$ cat src/rtl/video_layer_mixer.sv
`default_nettype none
// ============================================================================
// Module  : video_layer_mixer
// Brief   : N-layer palette mixer with saturating sum, frame flash, sync delay
// Revision: 1.0
// ============================================================================
module video_layer_mixer #(
    parameter int  LAYERS = 4,
    parameter int  CW     = 4,
    localparam int AW     = $clog2(LAYERS) + 1
) (
    input  logic              clk_sys,
    input  logic              reset,
    input  logic              ce_pix,
    input  logic [LAYERS-1:0] layer_in,
    input  logic              flash_in,
    input  logic              hsync,
    input  logic              vsync,
    input  logic              hblank,
    input  logic              vblank,
    input  logic              color_mode,
    input  logic              pal_wr,
    input  logic [AW-1:0]     pal_addr,
    input  logic [3*CW-1:0]   pal_din,
    output logic [CW-1:0]     r,
    output logic [CW-1:0]     g,
    output logic [CW-1:0]     b,
    output logic              hsync_o,
    output logic              vsync_o,
    output logic              hblank_o,
    output logic              vblank_o,
    output logic              inv_o
);

    localparam int LW = AW - 1;
    localparam int SW = CW + $clog2(LAYERS + 1);
    localparam int NE = 2 * LAYERS;
    localparam logic [CW-1:0]   C_RST_COMP  = CW'((1 << (CW - 1)) - 1);
    localparam logic [3*CW-1:0] C_RST_ENTRY = {3{C_RST_COMP}};
    localparam logic [SW-1:0]   C_MAX       = SW'((1 << CW) - 1);

    logic [3*CW-1:0] pal_q [NE];
    logic [3*CW-1:0] pal_d [NE];
    logic [3*CW-1:0] s1_q  [LAYERS];
    logic [3*CW-1:0] s1_d  [LAYERS];

    logic hs1_q, vs1_q, hb1_q, vb1_q;
    logic hs1_d, vs1_d, hb1_d, vb1_d;
    logic [CW-1:0] r_q, g_q, b_q, r_d, g_d, b_d;
    logic hsync_o_q, vsync_o_q, hblank_o_q, vblank_o_q;
    logic hsync_o_d, vsync_o_d, hblank_o_d, vblank_o_d;
    logic old_vs_q, cur_inv_q, inv_q;
    logic old_vs_d, cur_inv_d, inv_d;
    logic [SW-1:0] sum_r, sum_g, sum_b;

    function automatic logic [CW-1:0] sat(input logic [SW-1:0] s);
        return (s > C_MAX) ? {CW{1'b1}} : s[CW-1:0];
    endfunction

    // Palette writes ignore ce_pix; layer indices >= LAYERS never match a slot.
    always_comb begin
        pal_d = pal_q;
        if (pal_wr) begin
            for (int bk = 0; bk < 2; bk++) begin
                for (int i = 0; i < LAYERS; i++) begin
                    if (pal_addr == {1'(bk), LW'(i)}) begin
                        pal_d[bk*LAYERS + i] = pal_din;
                    end
                end
            end
        end
    end

    always_comb begin
        s1_d  = s1_q;
        hs1_d = hs1_q;
        vs1_d = vs1_q;
        hb1_d = hb1_q;
        vb1_d = vb1_q;
        if (ce_pix) begin
            for (int i = 0; i < LAYERS; i++) begin
                if (!layer_in[i]) begin
                    s1_d[i] = '0;
                end else if (color_mode) begin
                    s1_d[i] = pal_q[LAYERS + i];
                end else begin
                    s1_d[i] = pal_q[i];
                end
            end
            hs1_d = hsync;
            vs1_d = vsync;
            hb1_d = hblank;
            vb1_d = vblank;
        end
    end

    always_comb begin
        sum_r = '0;
        sum_g = '0;
        sum_b = '0;
        for (int i = 0; i < LAYERS; i++) begin
            sum_r = sum_r + SW'(s1_q[i][3*CW-1:2*CW]);
            sum_g = sum_g + SW'(s1_q[i][2*CW-1:CW]);
            sum_b = sum_b + SW'(s1_q[i][CW-1:0]);
        end
        r_d        = r_q;
        g_d        = g_q;
        b_d        = b_q;
        hsync_o_d  = hsync_o_q;
        vsync_o_d  = vsync_o_q;
        hblank_o_d = hblank_o_q;
        vblank_o_d = vblank_o_q;
        if (ce_pix) begin
            // Blanking wins over inversion so the border stays black during flash.
            if (hb1_q || vb1_q) begin
                r_d = '0;
                g_d = '0;
                b_d = '0;
            end else begin
                r_d = sat(sum_r) ^ {CW{inv_q}};
                g_d = sat(sum_g) ^ {CW{inv_q}};
                b_d = sat(sum_b) ^ {CW{inv_q}};
            end
            hsync_o_d  = hs1_q;
            vsync_o_d  = vs1_q;
            hblank_o_d = hb1_q;
            vblank_o_d = vb1_q;
        end
    end

    // A request seen on the vsync edge tick still belongs to the ending frame.
    always_comb begin
        old_vs_d  = old_vs_q;
        cur_inv_d = cur_inv_q;
        inv_d     = inv_q;
        if (ce_pix) begin
            old_vs_d = vsync;
            if (vsync && !old_vs_q) begin
                inv_d     = cur_inv_q | flash_in;
                cur_inv_d = 1'b0;
            end else begin
                cur_inv_d = cur_inv_q | flash_in;
            end
        end
    end

    always_ff @(posedge clk_sys) begin
        if (reset) begin
            for (int k = 0; k < NE; k++) begin
                pal_q[k] <= C_RST_ENTRY;
            end
            for (int i = 0; i < LAYERS; i++) begin
                s1_q[i] <= '0;
            end
            hs1_q      <= 1'b0;
            vs1_q      <= 1'b0;
            hb1_q      <= 1'b0;
            vb1_q      <= 1'b0;
            r_q        <= '0;
            g_q        <= '0;
            b_q        <= '0;
            hsync_o_q  <= 1'b0;
            vsync_o_q  <= 1'b0;
            hblank_o_q <= 1'b0;
            vblank_o_q <= 1'b0;
            old_vs_q   <= 1'b1;
            cur_inv_q  <= 1'b0;
            inv_q      <= 1'b0;
        end else begin
            pal_q      <= pal_d;
            s1_q       <= s1_d;
            hs1_q      <= hs1_d;
            vs1_q      <= vs1_d;
            hb1_q      <= hb1_d;
            vb1_q      <= vb1_d;
            r_q        <= r_d;
            g_q        <= g_d;
            b_q        <= b_d;
            hsync_o_q  <= hsync_o_d;
            vsync_o_q  <= vsync_o_d;
            hblank_o_q <= hblank_o_d;
            vblank_o_q <= vblank_o_d;
            old_vs_q   <= old_vs_d;
            cur_inv_q  <= cur_inv_d;
            inv_q      <= inv_d;
        end
    end

    assign r        = r_q;
    assign g        = g_q;
    assign b        = b_q;
    assign hsync_o  = hsync_o_q;
    assign vsync_o  = vsync_o_q;
    assign hblank_o = hblank_o_q;
    assign vblank_o = vblank_o_q;
    assign inv_o    = inv_q;

endmodule
`default_nettype wire

$ cat config.mk
export PLATFORM = sky130hd
export DESIGN_NAME = video_layer_mixer
export DESIGN_NICKNAME = d
export VERILOG_FILES = /design/src/rtl/video_layer_mixer.sv
export SDC_FILE = /design/constraint.sdc
export NUM_CORES = 1
export LEC_CHECK = 0
export BUFFER_PORTS_ARGS = -buffer_cell sky130_fd_sc_hd__buf_2
export CORE_ASPECT_RATIO = 1.4
export CORE_MARGIN = 5
export CORE_UTILIZATION = 65
export DETAILED_ROUTE_END_ITERATION = 10
export GPL_TIMING_DRIVEN = 1
export PLACE_DENSITY_LB_ADDON = 0.15
export SYNTH_ARGS = -nofsm -noshare
export SYNTH_HDL_FRONTEND = slang
export SYNTH_SLANG_ARGS = --single-unit
export TNS_END_PERCENT = 1
$ cat constraint.sdc
create_clock -name clk_sys -period 4.55 [get_ports clk_sys]
set_input_delay 0.91 -clock clk_sys [delete_from_list [all_inputs] [get_ports clk_sys]]
set_output_delay 0.91 -clock clk_sys [all_outputs]
set_load 0.01 [all_outputs]
Word-level counts from Yosys, hierarchy flattened. Cells that the tools add are included.

Bits in registers: 167. Latch bits: 0. RAM bits: 0. Memory bits (read-only): 0. Output and inout bits: 17. Word-level logic and storage cells: 77. Memories kept: 0.

Add/subtract/negate cells: 9. Multiply operators: 0. Div/mod/pow operators: 0. Order comparisons: 3. Equal/unequal tests: 7. Shift-type cells: 0. Multiplexer cells: 15. Bitwise gates (word level): 4. Reduce and logical (&&, ||, !) cells: 13.

Operators by type and width (number): $mux 12 (8); $mux 4 (6); $add 6x4->7 (3); $gt 7x4->1 const B (3); $add 5x4->6 (3); $reduce_and 2->1 (9); $add 4x4->5 (3); $eq 3x3->1 const B (4); $xor 4x4->4 (3); $eq 3x2->1 const B (2); $eq 3x1->1 const B (1); $logic_not 3->1 (1); $logic_and 1x1->1 (1); $logic_not 1->1 (1); $logic_or 1x1->1 (1); $mux 1 (1); $or 1x1->1 (1).

Logic depth before layout (Yosys ltp). Gate-level depths: netlist of the first run.

Depth in word-level cells: 7. Gate-level depth with buffers: 10. Mapped depth without buffers: 10.

Worst setup path before layout of the first run. Ideal clock, no wire load.

Path kind: flip-flop to flip-flop. Start point: register s1_q[9] (netlist name). End point: register r_q[0], in the netlist r[0]. Setup time: 0.095 ns. Arrival: 2.885 ns. Setup slack: 1.569 ns. Stages on the path, launching flop included: 11. Period minus slack after synthesis: 2.981 ns. Cells stage by stage: dfxtp_1 -> inv_1 -> fa_1 -> fa_1 -> inv_1 -> ha_1 -> fa_1 -> and3b_1 -> a211oi_1 -> or3_1 -> o311ai_1.

Longest elaborated chain between the ends: 5.

Ends and longest elaborated chain: from (decl) (RTL line 44) `logic [3*CW-1:0] s1_q [LAYERS];`; from (signal, indexed assignment) (RTL line 153) `s1_q[i] <= '0;`; from (signal assigned) (RTL line 171) `s1_q <= s1_d;`; $add 6x4->7 (RTL line 102) `sum_r = sum_r + SW'(s1_q[i][3*CW-1:2*CW]);`; $gt 7x4->1 (RTL line 57) `return (s > C_MAX) ? {CW{1'b1}} : s[CW-1:0];`; $mux 4 (RTL line 57); $xor 4x4->4 (RTL line 120) `r_d = sat(sum_r) ^ {CW{inv_q}};`; $mux 4 (RTL line 115) `if (hb1_q || vb1_q) begin`; to (signal assigned) (RTL line 176) `r_q <= r_d;`; to (decl) (RTL line 49) `logic [CW-1:0] r_q, g_q, b_q, r_d, g_d, b_d;`.

Every way passes these cells. A chain may end at the register's enable or synchronous reset.

Final worst setup path of the first run. Ends and elaborated chain as after synthesis.

==> run_results.csv, run 1 <==
group,metric,value,unit
outcome,status,"finished, final reports clean",
final_layout,layout_commonest_cell,"dfxtp_1",
logic_synthesis,ys_seq_elements,167,
global_route,grt_pass1_wl,30000,um
final_layout,nets,906,
worst_setup_path,cp_max_fo,4,
final_layout,drive_gt1_share,16.6,%
min_path,hold_class,"reg -> reg",
logic_synthesis,synth_cell_type_count,45,
clocking,cts_buffers,17,
floorplan,fp.dieW,102,um
detailed_routing,wl,18700,um
logic_synthesis,synth-edff-count,0,
logic_synthesis,synth_flop_cell,"dfxtp_1",
timing,finalSetupViolations,0,
global_route,grt_max_degree,108,
clocking,post-cts-setup-buffers,0,
worst_setup_path,cp-startpoint,"s1_q[9]",
pwr,peakVddDrop,0.000259,V
worst_setup_path,cp_data_required_time,4.88,ns
logic_synthesis,synth_cells,829,
clocking,h-tree-depth,4,
worst_setup_path,crit_chain,"inv_1, fa_1, fa_1, inv_1, ha_1, fa_1, and3b_1, a211oi_1, or3_1, o311ai_1",
detailed_routing,via_count,6015,
logic_synthesis,synth_area,7750,um2
timing,hold_violations,0,
global_route,overflow,0,
min_path,min_from,"pal_q[83]",
floorplan,coreArea,11800,um2
detailed_routing,firstDrtPassIters,5,
logic_synthesis,synth_area_per_cell,9.35,um2
global_route,antenna_found_initial,0,
worst_setup_path,worstSetupPathType,"reg -> reg",
detailed_routing,drc,0,
logic_synthesis,async_flop_share,0,%
worst_setup_path,startpoint_type,"flop",
final_layout,layout_common_cells,"dfxtp_1, nand2_1, nor2_1, inv_1",
timing,slew_headroom,24.5,%
clocking,clk_latency,0.42,ns
timing,rsz0062_at_grt,"false",
timing,fin_worst_skew,0.00766,ns
floorplan,rows,47,
timing,min_period,3.24,ns
pwr,leakage,3.58,nW
clocking,clock_path_buffers,2,
logic_synthesis,yosysWarnings,0,
detailed_routing,wl_per_cell,18.7,um
worst_setup_path,cpPeakStageDelay,0.52,ns
timing,worstMarginPinSlew,1.13,ns
worst_setup_path,arrival,3.57,ns
worst_setup_path,critPathCaptureType,"flop",
floorplan,die_y,139,um
timing,max_freq,308,MHz
floorplan,start_util,65.9,%
detailed_routing,ant_nets,0,
logic_synthesis,yosys.area.top_type,"dfxtp_1",
global_route,grt.total_usage,27.3,%
clocking,ctsHoldBuffers,0,
detailed_routing,vias_per_cell,6.03,
floorplan,die_area,14200,um2
logic_synthesis,synth.top_cell.area_share,43.2,%
final_layout,num_antenna_cells,0,
floorplan,pin_count,46,
detailed_routing,first_iter_violations,422,
logic_synthesis,syn_nets,897,
worst_setup_path,crit_top_cell,"fa_1",
pwr,finalPower,0.00352,W
worst_setup_path,crit_slowest_cell,"fa_1",
timing,slew_viol_final,0,
pwr,power.density,408,nW/um2
final_layout,fillCellCount,863,
clocking,cts_resized,0,
clocking,clock-sinks,167,
logic_synthesis,synth_seq_area_share,43.2,%
place,gp_congestion,0.872,
clocking,tritoncts,"yes",
global_route,grt_pass1_vias,6105,
place,io_buffer_count,45,
place,dp_hpwl,12100,um
logic_synthesis,netlist_top_cells_area,"dfxtp_1, mux2_2, fa_1",
final_layout,syn_to_final_growth,11.1,%
flow_run,maxCapViolCount,0,
timing,fin_crit_sh,71.3,%
clocking,cts_root_buf,"clkbuf_16",
worst_setup_path,r2r-start,"s1_q[9]",
timing,setup-tns-final,0,ns
clocking,cts.clk_slew.worst_paths,0.06,ns
==> power breakdown <==
part / internal [W] / switching, W / total [W]
Combinational: 0.000156 / 0.000223 / 0.000378
Sequential: 0.00152 / 0.0000339 / 0.00156
Clock: 0.000997 / 0.000581 / 0.00158
Total: 0.00268 / 0.000838 / 0.00352
==> metal layers <==
metal  global-route usage (%)  wire, um  share of wire (%)
met5                        0         0                  0
met4                     11.8       721                3.9
met3                     6.39      1170                6.2
met2                     44.9      9210                 49
met1                     33.6      7590                 41
==> metrics by stage <==
step	instances	instance area [um2]	setup WS, ns	hold WS [ns]	utilization [%]
floorplan	829	7750	1.57	0.432	-
detailed placement	966	7950	1.37	0.446	67.6
global placement	966	7950	1.52	0.440	67.6
finish	998	8610	1.31	0.458	73.2
CTS	998	8610	1.32	0.454	73.2
global route	998	8610	1.16	0.481	73.2
==> layout make-up <==
cell class	instances	area [um2]	share of cell area (%)
inverter	61	229	2.66
clock inverter	9	163	1.89
multi-input combinational	538	3900	45.3
sequential	167	3340	38.8
tap	147	184	2.14
clock buffer	23	498	5.79
timing repair buffer	53	288	3.34
==> path summary, 6_finish.rpt <==
path	depth (start not counted)	end	slack, ns
worst max register to register	10	r[0]	1.31
worst min-delay path	2	pal_q[83]	0.46
worst max-delay path	10	r[0]	1.31
worst min register to register	2	pal_q[83]	0.46
==> sequential cells by signal, summed over array words and instances, names as in the netlist <==
signal / flops
old_vs_q: 1
hb1_q: 1
g: 4
r: 4
inv_o: 1
vsync_o: 1
hsync_o: 1
vb1_q: 1
b: 4
hblank_o: 1
hs1_q: 1
cur_inv_q: 1
vs1_q: 1
pal_q: 96
vblank_o: 1
s1_q: 48
==> cell families (layout without fill, tap and decap cells) <==
logic type               Yosys count  after routing  synth area share (%)
AND/OR/NAND/NOR                  293            293                  18.4
flip-flops                       167            167                  43.2
AO/OA/AOI/OAI                    134            134                  13.3
buffers and inverters            124            146                  6.56
multiplexers                      67             67                  9.43
adder cells (fa/ha/maj)           39             39                  8.62
XOR/XNOR                           5              5                 0.565
==> cell usage after synthesis (4+ instances only) <==
library cell and instances:
and2_1 4, ha_1 15, a211o_1 37, dfxtp_1 167, o211ai_1 4, a21oi_1 17
nor2_1 77, nand3b_1 36, clkbuf_2 9, fa_1 24, mux2_2 48, nand2_1 112
or3_1 9, mux2i_1 19, a211oi_1 5, nor2b_1 38, buf_2 10, a22oi_1 48
inv_1 61, o41ai_1 5, clkbuf_1 39
==> critical path: cells and delay by family (launching register included) <==
family / cells / cell delay (ns)
AOI/OAI and AO/OA: 2 / 0.39
adders and majority gates: 4 / 1.69
buffers and inverters: 2 / 0.12
DFF: 1 / 0.34
and+or+nand+nor: 2 / 0.61
Power figures use the tool's default switching activity.
==> run 2, diff against run 1 <==
- CORE_UTILIZATION: 65 -> 55
- clock period: 4.55 -> 2.9 ns (I/O delays scaled with it)
==> run 2 against run 1 <==
Effect of this change:
- the run now ends with negative setup slack left
- die area rose by 17%
- wire length fell by 0.26%
- non-clock buffer count rose by 20
- critical path depth did not move
- sequential share of layout area fell by 0.99 points
- utilization fell by 9.2 points
- flip-flop and latch count did not move
- register-to-register slack got worse by 1.4 ns
- final area rose by 2.9%
==> run_results.csv, run 2 (synthesized netlist as in run 1, its figures left out) <==
group,metric,value,unit
outcome,status,"finished with violations",
outcome,violations,"negative setup slack",
global_route,grt_pass1_wl,30400,um
floorplan,coreArea,13800,um2
floorplan,die_y,150,um
clocking,h-tree-depth,4,
timing,fin_ws,-0.0833,ns
floorplan,fp.dieW,110,um
worst_setup_path,crit_buf_inv,2,
place,io_buffer_count,45,
final_layout,syn_to_final_growth,14.3,%
place,gp_congestion,0.830,
worst_setup_path,crit_slowest_cell,"fa_1",
clocking,cts_root_buf,"clkbuf_16",
detailed_routing,drc,0,
worst_setup_path,startpoint_type,"flop",
flow_run,maxCapViolCount,0,
final_layout,layout_common_cells,"dfxtp_1, nand2_1, nor2_1, inv_1",
clocking,cts_buffers,17,
final_layout,nets,926,
detailed_routing,first_iter_violations,399,
floorplan,die_area,16600,um2
global_route,overflow,0,
timing,min_period,2.98,ns
worst_setup_path,cp_max_fo,6,
final_layout,reg.largest.list,"pal_q: 96 flops, s1_q: 48 flops",
detailed_routing,wl_per_cell,17.7,um
floorplan,start_util,56.0,%
place,placed_cells,1023,
timing,hold_slack,0.390,ns
final_layout,final_area,8850,um2
final_layout,drive_gt1_share,21.8,%
timing,hold_violations,0,
detailed_routing,firstDrtPassIters,5,
timing,worstMarginPinSlew,0.749,ns
pwr,leakage,3.68,nW
clocking,clock_path_buffers,2,
floorplan,rows,51,
clocking,clock-sinks,167,
final_layout,top_register,"pal_q",
worst_setup_path,crit_top_cell,"fa_1",
timing,fin_worst_skew,0.00962,ns
min_path,hold_class,"in -> reg",
final_layout,largest_reg_flops,96,
detailed_routing,via_count,5912,
timing,max_freq,335,MHz
final_layout,layout_commonest_cell,"dfxtp_1",
place,dp_hpwl,12100,um
clocking,ctsHoldBuffers,0,
timing,rsz0062_at_grt,"true",
clocking,tritoncts,"yes",
timing,finalSetupViolations,8,
timing,slew_viol_final,0,
detailed_routing,wl,18600,um
worst_setup_path,crit_family,"adder cells",
final_layout,num_antenna_cells,0,
worst_setup_path,worstSetupPathType,"reg -> reg",
global_route,grt_pass1_vias,5990,
worst_setup_path,cp_data_required_time,3.25,ns
global_route,grt_max_degree,67,
place,post_dp_cell_area,8160,um2
worst_setup_path,cpPeakStageDelay,0.50,ns
detailed_routing,ant_nets,0,
worst_setup_path,arrival,3.34,ns
clocking,clk_latency,0.42,ns
pwr,power.density,588,nW/um2
global_route,grt.total_usage,23.9,%
clocking,cts.clk_slew.worst_paths,0.07,ns
detailed_routing,vias_per_cell,5.60,
worst_setup_path,critPathCaptureType,"flop",
global_route,antenna_found_initial,1,
floorplan,pin_count,46,
timing,fin_crit_sh,103,%
worst_setup_path,crit_chain,"inv_2, fa_1, fa_1, inv_1, ha_2, fa_2, nor2b_2, a32oi_2, or3_1, o211ai_1",
final_layout,final_cell_count_no_fill,1056,
timing,slew_headroom,49.9,%
pwr,peakVddDrop,0.000405,V
-- run 2: where the power goes --
| group | switching, W | total, W | leakage (nW) | internal [W] |
|---|---|---|---|---|
| logic | 0.000366 | 0.000644 | 2.04 | 0.000278 |
| clock network | 0.000977 | 0.00212 | 0.271 | 0.00114 |
| registers | 0.0000527 | 0.00244 | 1.37 | 0.00239 |
| total | 0.00140 | 0.00521 | 3.68 | 0.00381 |
-- run 2: worst paths after layout --
check / start / endpoint / slack, ns / cells past startpoint
setup / recovery: s1_q[5] / g[1] / -0.08 / 10
hold / removal: hsync / hs1_q / 0.39 / 3
setup reg to reg: s1_q[5] / g[1] / -0.08 / 10
hold reg to reg: pal_q[75] / pal_q[75] / 0.45 / 2
-- run 2: repair_timing --
action                                  CTS  global route
hold endpoints to repair                  0             0
endpoints found under the setup margin   11            12
pin swaps                                 7            12
setup buffers                             0             1
gates resized for setup                  18            13
-- run 2: metal layers --
layer | global-route usage (%) | vias up | part of all wire, %
met5 | 0 | - | 0
met4 | 7.21 | 0 | 1.9
met3 | 3.73 | 29 | 4.8
met2 | 40.8 | 165 | 51
met1 | 30.8 | 2871 | 42
li1 | - | 2847 | -
-- run 2: tightest hold or removal path, stage by stage --
cell	delay, ns
buf_2	0.07
mux2i_1	0.05
nor2_1	0.07
-- run 2: final cells by class --
class                   count  area [um2]
clock inverters            13         109
well taps                 185         231
clock buffers              19         443
fillers                  1168        4990
flip-flops and latches    167        3350
inverters                  61         229
repair buffers             73         450
multi-input cells         538        4040
-- run 2: stage by stage --
stage	setup TNS, ns	setup slack (ns)	power (W)	util [%]
2_1_floorplan	-0.0987	-0.0340	0.00291	-
3_3_place_gp	-0.111	-0.0345	0.00307	58.9
3_5_place_dp	-1.17	-0.192	0.00309	58.9
4_1_cts	-0.278	-0.0473	0.00522	63.5
5_1_grt	-1.40	-0.181	0.00543	63.9
6_report	-0.285	-0.0833	0.00521	63.9
